### config.mk
export PLATFORM = sky130hd
export DESIGN_NAME = cache_miss_stall_controller
export DESIGN_NICKNAME = d
export VERILOG_FILES = /design/src/rtl/cache_miss_stall_controller_pkg.sv /design/src/rtl/cache_miss_stall_controller_burst_word_counter.sv /design/src/rtl/cache_miss_stall_controller.sv
export SDC_FILE = /design/constraint.sdc
export NUM_CORES = 1
export LEC_CHECK = 0
export CORE_UTILIZATION = 39
export DETAILED_ROUTE_END_ITERATION = 12
export PLACE_DENSITY_LB_ADDON = 0.3
export SLEW_MARGIN = 10
export SYNTH_ARGS = -nofsm -noshare
export SYNTH_HDL_FRONTEND = slang
export SYNTH_SLANG_ARGS = --single-unit
### constraint.sdc
create_clock -name clock -period 1.9 [get_ports clock]
set_clock_uncertainty 0.05 [all_clocks]
set_input_delay 0.19 -clock clock [delete_from_list [all_inputs] [get_ports clock]]
set_output_delay 0.19 -clock clock [all_outputs]
set_load 0.01 [all_outputs]
### src/rtl/cache_miss_stall_controller_pkg.sv
// Shared types and helpers for the data-cache miss controller (package miss_ctrl_pkg).
package miss_ctrl_pkg;

    typedef enum logic [1:0] {
        IDLE      = 2'd0,
        WRITEBACK = 2'd1,
        REFILL    = 2'd2,
        DONE      = 2'd3
    } miss_state_t;

    localparam int WORD_BYTES = 4;

    // Number of low address bits covered by one cache line.
    function automatic int line_offset_width(input int block_words);
        return $clog2(block_words) + $clog2(WORD_BYTES);
    endfunction

endpackage

### src/rtl/cache_miss_stall_controller_burst_word_counter.sv
// Word index counter shared by the write-back and refill bursts.
module burst_word_counter #(
    parameter int BLOCK_WORDS = 4,
    parameter int WORD_IDX_W  = $clog2(BLOCK_WORDS)
) (
    input  logic                  clock,
    input  logic                  reset,
    input  logic                  clear,
    input  logic                  increment,
    output logic [WORD_IDX_W-1:0] word_idx,
    output logic                  last_word
);

    always_ff @(posedge clock) begin
        if (reset || clear) begin
            word_idx <= '0;
        end else if (increment) begin
            word_idx <= word_idx + 1'b1;
        end
    end

    assign last_word = (word_idx == WORD_IDX_W'(BLOCK_WORDS - 1));

endmodule

### src/rtl/cache_miss_stall_controller.sv
// Data-cache miss sequencer: stalls the pipeline, writes back a dirty victim, refills the line.
// Optional performance counters are enabled by defining STALL_CTRL_PERF_EN.
module cache_miss_stall_controller
    import miss_ctrl_pkg::*;
#(
    parameter int ADDR_WIDTH  = 32,
    parameter int BLOCK_WORDS = 4,
    parameter int WORD_IDX_W  = $clog2(BLOCK_WORDS)
) (
    input  logic                  clock,
    input  logic                  reset,
    input  logic                  mem_read,
    input  logic                  mem_write,
    input  logic [ADDR_WIDTH-1:0] access_address,
    input  logic                  cache_hit,
    input  logic                  victim_dirty,
    input  logic [ADDR_WIDTH-1:0] victim_tag_address,
    input  logic                  mem_ready,
    output logic                  hit,
    output logic                  mem_request,
    output logic                  mem_write_enable,
    output logic [ADDR_WIDTH-1:0] mem_address,
    output logic                  cache_fill_enable,
    output logic [WORD_IDX_W-1:0] fill_word_index,
    output logic [31:0]           miss_count,
    output logic [31:0]           stall_cycles
);

    localparam int OFFSET_W = line_offset_width(BLOCK_WORDS);
    localparam logic [ADDR_WIDTH-1:0] LINE_MASK =
        ~((ADDR_WIDTH'(1) << OFFSET_W) - ADDR_WIDTH'(1));

    miss_state_t           state;
    logic [ADDR_WIDTH-1:0] line_base;
    logic [ADDR_WIDTH-1:0] victim_base;
    logic [ADDR_WIDTH-1:0] word_offset;
    logic [WORD_IDX_W-1:0] word_idx;
    logic                  last_word;
    logic                  access;
    logic                  miss;
    logic                  transfer;
    logic                  burst_done;
    logic                  counter_clear;

    assign access        = mem_read | mem_write;
    assign miss          = access & ~cache_hit;
    assign transfer      = ((state == WRITEBACK) || (state == REFILL)) && mem_ready;
    assign burst_done    = transfer && last_word;
    assign counter_clear = (state == IDLE) || burst_done;

    burst_word_counter #(
        .BLOCK_WORDS (BLOCK_WORDS),
        .WORD_IDX_W  (WORD_IDX_W)
    ) u_word_counter (
        .clock     (clock),
        .reset     (reset),
        .clear     (counter_clear),
        .increment (transfer),
        .word_idx  (word_idx),
        .last_word (last_word)
    );

    always_ff @(posedge clock) begin
        if (reset) begin
            state       <= IDLE;
            line_base   <= '0;
            victim_base <= '0;
        end else begin
            case (state)
                IDLE: begin
                    if (miss) begin
                        line_base   <= access_address & LINE_MASK;
                        victim_base <= victim_tag_address;
                        state       <= victim_dirty ? WRITEBACK : REFILL;
                    end
                end
                WRITEBACK: if (burst_done) state <= REFILL;
                REFILL:    if (burst_done) state <= DONE;
                DONE:      state <= IDLE;
                default:   state <= IDLE;
            endcase
        end
    end

    // Stall is combinational so the pipeline freezes on the edge that detects the miss.
    assign word_offset       = ADDR_WIDTH'(word_idx) * ADDR_WIDTH'(WORD_BYTES);
    assign hit               = (state == IDLE) && !miss;
    assign mem_request       = (state == WRITEBACK) || (state == REFILL);
    assign mem_write_enable  = (state == WRITEBACK);
    assign cache_fill_enable = (state == REFILL) && mem_ready;
    assign fill_word_index   = word_idx;

    always_comb begin
        mem_address = '0;
        case (state)
            WRITEBACK: mem_address = victim_base + word_offset;
            REFILL:    mem_address = line_base + word_offset;
            default:   mem_address = '0;
        endcase
    end

`ifdef STALL_CTRL_PERF_EN
    // Stall cycles are the miss penalty, i.e. every cycle spent outside IDLE.
    always_ff @(posedge clock) begin
        if (reset) begin
            miss_count   <= '0;
            stall_cycles <= '0;
        end else begin
            if ((state == IDLE) && miss && (miss_count != '1)) begin
                miss_count <= miss_count + 32'd1;
            end
            if ((state != IDLE) && (stall_cycles != '1)) begin
                stall_cycles <= stall_cycles + 32'd1;
            end
        end
    end
`else
    assign miss_count   = '0;
    assign stall_cycles = '0;
`endif

endmodule

## Yosys cells after proc, flatten, opt, wreduce, memory -nomap -nowiden

Index checks and enable logic that the tools add are counted.

- Bits of input ports: 71
- Output and inout bits: 102
- Logic and storage cells: 34
- Register bits: 64

- Reductions and logical operators: 11
- Eq/ne operators: 7
- Add/sub/neg operators: 3
- Multiplexer cells: 6
- Bitwise logic cells: 3

Operator list:

| operator | number |
|---|---|
| $add 32x4->32 | 2 |
| $pmux 32 s2 | 1 |
| $mux 2 | 4 |
| $pmux 2 s4 | 1 |
| $eq 2x2->1 const B | 3 |
| $logic_and 1x1->1 | 4 |
| $ne 2x2->1 const B | 2 |
| $logic_or 1x1->1 | 3 |
| $reduce_and 3->1 | 1 |
| $add 2x1->2 const B | 1 |
| $eq 2x1->1 const B | 1 |
| $logic_not 2->1 | 1 |
| $ne 2x1->1 const B | 1 |
| $reduce_and 2->1 | 1 |
| $and 1x1->1 | 1 |
| $logic_not 1->1 | 1 |
| $not 1->1 | 1 |
| $or 1x1->1 | 1 |

## Logic depth before layout (Yosys ltp)

- Depth after elaboration: 6
- Mapped depth: 9
- Mapped depth without buffers: 6

## By module

Synthesis repeated with hierarchy kept, for this count alone.

- Cells, all modules: 543
- Area, all modules: 3985.1 um2

Modules (own cells, without submodules):

| module | instances | sequential area each (um2) | area each (um2) | cells each |
|---|---|---|---|---|
| cache_miss_stall_controller | 1 | 1241.2 | 3893.7 | 536 |
| burst_word_counter | 1 | 40.0 | 91.3 | 7 |

## Least setup slack after synthesis

Ideal clock, no wire load.

- Path type: reg2out
- Start point: register u_word_counter.word_idx[0]
- End point: output port mem_address[22]
- Slack: -310 ps
- Arrival: 1970 ps
- Data required time: 1660 ps
- Cell stages (with the launch flop): 7
- Buffers on the path: 0
- Cell sequence: dfxtp_1 -> ha_1 -> fa_1 -> and4_1 -> and4_1 -> and3_1 -> a221o_1

- Cells in the longest elaborated chain, start to end: 2
- Elaborated cells between the ends (all ways): 3
- Classes of those cells: add/sub (2); mux (1)

Ends and longest elaborated chain:

| element | RTL line | source |
|---|---|---|
| start, declared | cache_miss_stall_controller_burst_word_counter.sv:10 | `output logic [WORD_IDX_W-1:0] word_idx,` |
| start signal, assigned | cache_miss_stall_controller_burst_word_counter.sv:18 | `word_idx <= word_idx + 1'b1;` |
| $add 32x4->32 (on tied branches) | cache_miss_stall_controller.sv:97, cache_miss_stall_controller.sv:96 |  |
| $pmux 32 s2 (*) | cache_miss_stall_controller.sv:95 | `case (state)` |
| end, declared | cache_miss_stall_controller.sv:22 | `output logic [ADDR_WIDTH-1:0] mem_address,` |

Mark *: on every way between the ends. The rest lies on a longest branch, timed or not.

## Final worst setup path

- Start point: register u_word_counter.word_idx[0]
- End point: output port mem_address[24]

Same word-level chain as after synthesis.

==> metrics.md <==
| Metric | Value |
|---|---|
| Die Y | `around 100 um` |
| Synth area leaders | `dfxtp_1 (32%), nand2_1 (14%), buf_4 (12%)` |
| Worst R2R Start | `state[0]` |
| Setup violators final | `29` |
| Vias | `4,508` |
| DR top layer | `met4` |
| Core area | `between 9000 and 10,000 um^2` |
| Non-Filler Instances | `between 800 and 900` |
| Met3 wire len | `~870 um` |
| M1 WL | `about 5400 um` |
| Peak Freq | `411.3 MHz` |
| Clock Tree Buf Depth | `2` |
| Crit-path slowest cell | `dfxtp_4` |
| Most Frequent Cell on Critical Path | `and4_4` |
| Full die area | `approximately 11,000 um^2` |
| Combinational power share | `0.416` |
| Crit path launch | `u_word_counter.word_idx[0]` |
| Seq/Total Area, Yosys | `0.3202` |
| Hpwl dp | `approximately 8600 um` |
| Mean Syn Cell Area | `between 7 and 8 um^2` |
| Sequential Power Share | `0.350` |
| Syn Std Cell Area | `about 4000 um^2` |
| Unique masters post-synth | `52` |
| Ys async rst share | `0` |
| Clock slew at reported path FFs | `~70 ps` |
| Dpl cell area | `~5400 um^2` |
| Met2 Wirelength | `about 6600 um` |
| IO Pins | `between 150 and 200` |
| CP cell instances | `ha_4 > fa_2 > and4_4 > and4_4 > and3_4 > a221o_1 > buf_2` |
| # DRC | `0` |
| Routed WL | `approximately 13,000 um` |
| Die Wd | `about 100 um` |
| Buffers & Inverters on Critical Path | `1` |
| Pin count of the biggest net entering global routing | `38` |
| Sw Pwr | `roughly 1.8 mW` |
| Drt wl/cell | `15.44 um` |
| H-tree depth | `3` |
| Clock buffer count from CTS | `9` |
| Switching fraction of total power | `0.3631` |
| Pins Over Slew Limit | `0` |
| GPL Wtd Cong | `between 0.8 and 0.9` |
| Worst Setup Path Type | `register to primary output` |
| Final Hold Viols | `0` |
| Post-synth top flop | `dfxtp_1` |
| Top cells by instance count after synthesis | `nand2_1 (150), a21oi_1 (67), buf_4 (64), dfxtp_1 (64), clkbuf_1 (31)` |
| Filler cells | `between 800 and 900` |
| Crit Path Max Fanout | `5` |
| CTS tree | `done` |
| Fraction of layout cells with a size suffix above 1 | `0.3187` |
| Clock Latency Late Sink | `between 300 and 400 ps` |
| Cell Int Power | `3.166 mW` |
| Hold Startpoint | `reset` |
| Initial antenna violation count | `0` |
| Tcrit/Tclk final | `1.280` |
| Vias in the first global route | `just over 4,000` |
| Crit end category | `primary output` |
| Max-cap violations | `0` |
| Clock sinks | `64` |
| # nets final | `805` |
| Setup ws final | `-531.1 ps` |
| Root buffer cell | `clkbuf_8` |
| Antenna fix cells | `0` |
| Worst Hold Class | `input pin to register` |
| Starting Density | `0.4056` |
| Drt pass-1 iters | `5` |
| I/O Buffers | `around 100` |
| Clock network power share | `0.235` |
| RSZ-0062 raised after global routing | `true` |
| Via/cell ratio | `~5.2` |
| Cell row count | `36` |
| Design area | `between 6000 and 7000 um^2` |
| Leak | `approximately 2.7 nW` |
| Failing checks | `negative setup slack` |
| First-pass GRT wire length | `roughly 20,000 um` |
| CP startpoint kind | `register` |
| Status | `finished, violations left` |
| Crit path max-delay family | `simple AND/OR/NAND/NOR gates` |
| Most common cell in the synthesized netlist | `nand2_1` |
| Post-synth EDFFs | `0` |
| Min Tclk post-route | `2431 ps` |
| CP Data Required Time | `1660 ps` |
| Grt ovf | `0` |
| P per Cell Area | `803.8 nW/um^2` |
| Cts hold-fix bufs | `0` |
| Dpl cells | `823` |
| Synth warn | `0` |
| Post-DRT Antenna Nets | `0` |
| Arr. time, crit path | `2190 ps` |
| DR iter-0 viols | `about 240` |
| Layout area overhead | `54.53%` |
| Post-synth top area cell | `dfxtp_1` |
| Synth Instances | `548` |
| Slowest stage delay, CP | `around 350 ps` |
| Overall routing resource usage | `0.2410` |
| Top cell type's share of synthesized area | `0.3202` |
| FF+latch count, synth | `64` |
| Peak VDD IR | `0.3856 mV` |
per-layer routing:
metal / vias up / GRT usage
met5: - / 0
met4: 0 / 0.1083
met3: 43 / 0.03293
met2: 224 / 0.4277
met1: 2132 / 0.2900
li1: 2109 / -
power groups by stage:
stage	sequential, mW	combinational (mW)	clock [mW]
2_1_floorplan	1.74	0.960	0
3_3_place_gp	1.72	1.66	0
3_5_place_dp	1.73	1.69	0
4_1_cts	1.72	1.85	1.16
5_1_grt	1.76	2.22	1.24
6_report	1.74	2.07	1.17
logic make-up (layout without fill, tap and decap cells):
family / after synthesis / count (layout) / share of synthesized area
AND/OR/NAND/NOR: 243 / 243 / 0.2899
AO/OA/AOI/OAI: 121 / 121 / 0.1857
buffers and inverters: 103 / 223 / 0.1592
flip-flops: 64 / 64 / 0.3202
adder cells (fa/ha/maj): 7 / 7 / 0.02376
XOR/XNOR: 7 / 7 / 0.01532
multiplexers: 2 / 2 / 0.005003
other: 1 / 64 / 0.0009372
stage by stage:
stage          power [mW]  TNS (ps)  hold slack [ps]    util  setup slack, ps
2_1_floorplan       2.699    -241.0            276.0       -           -130.0
4_1_cts             4.735    -10820            256.0  0.6008           -563.1
5_1_grt             5.222    -12340            281.3  0.6268           -686.6
6_report            4.970    -10210            264.1  0.6268           -531.1
3_3_place_gp        3.374    -11050            388.8  0.5524           -571.6
3_5_place_dp        3.420    -11670            396.4  0.5524           -584.5
path summary, 6_finish.rpt:
kind / endpoint / cells past startpoint / slack [ps]
max: mem_address[24] / 7 / -530
min reg2reg: victim_base[1] / 2 / 400
max reg2reg: state[0] / 8 / 70
min: line_base[28] / 2 / 260
registers in the layout, indices dropped and copies added, names as in the netlist:
name,count
line_base,28
state,2
u_word_counter.word_idx,2
victim_base,32
layout by cell type (no fill, tap or decap), types with 4 or more instances in the layout:
cell type and n:
nand4_1 7, dlygate4sd2_1 5, clkdlybuf4s50_1 68, dfxtp_2 16, a211o_1 4, and2_1 4
xnor2_1 4, clkbuf_8 10, nand3_1 11, and3_1 4, and3_4 4, and4_1 4
conb_1 64, a21oi_1 65, dfxtp_4 5, a21boi_1 4, buf_2 27, nor3_2 4
nand2_1 145, a21o_1 4, a22oi_2 4, nand3_2 5, dfxtp_1 43, o21ai_1 6
nor2b_1 4, buf_4 77, ha_4 5, nand2_4 4, a221o_1 5, nor2_1 12
buf_6 19, nor3_1 7
final cells by class:
cell class | instances | area (um^2) | area share
repair buffers | 203 | 1792 | 0.2898
well taps | 133 | 166.4 | 0.02691
inverters | 5 | 18.77 | 0.003035
clock inverters | 4 | 45.04 | 0.007285
flip-flops and latches | 64 | 1320 | 0.2135
multi-input cells | 444 | 2700 | 0.4367
clock buffers | 11 | 141.4 | 0.02287
timing repair:
item	in CTS	in global routing
resized for setup	214	44
pin swaps	44	35
cloned	0	3
hold endpoints to repair	0	0
buffers inserted	19	9
endpoints found under the setup margin	38	34
No activity file was read; power rests on OpenSTA's default activity.
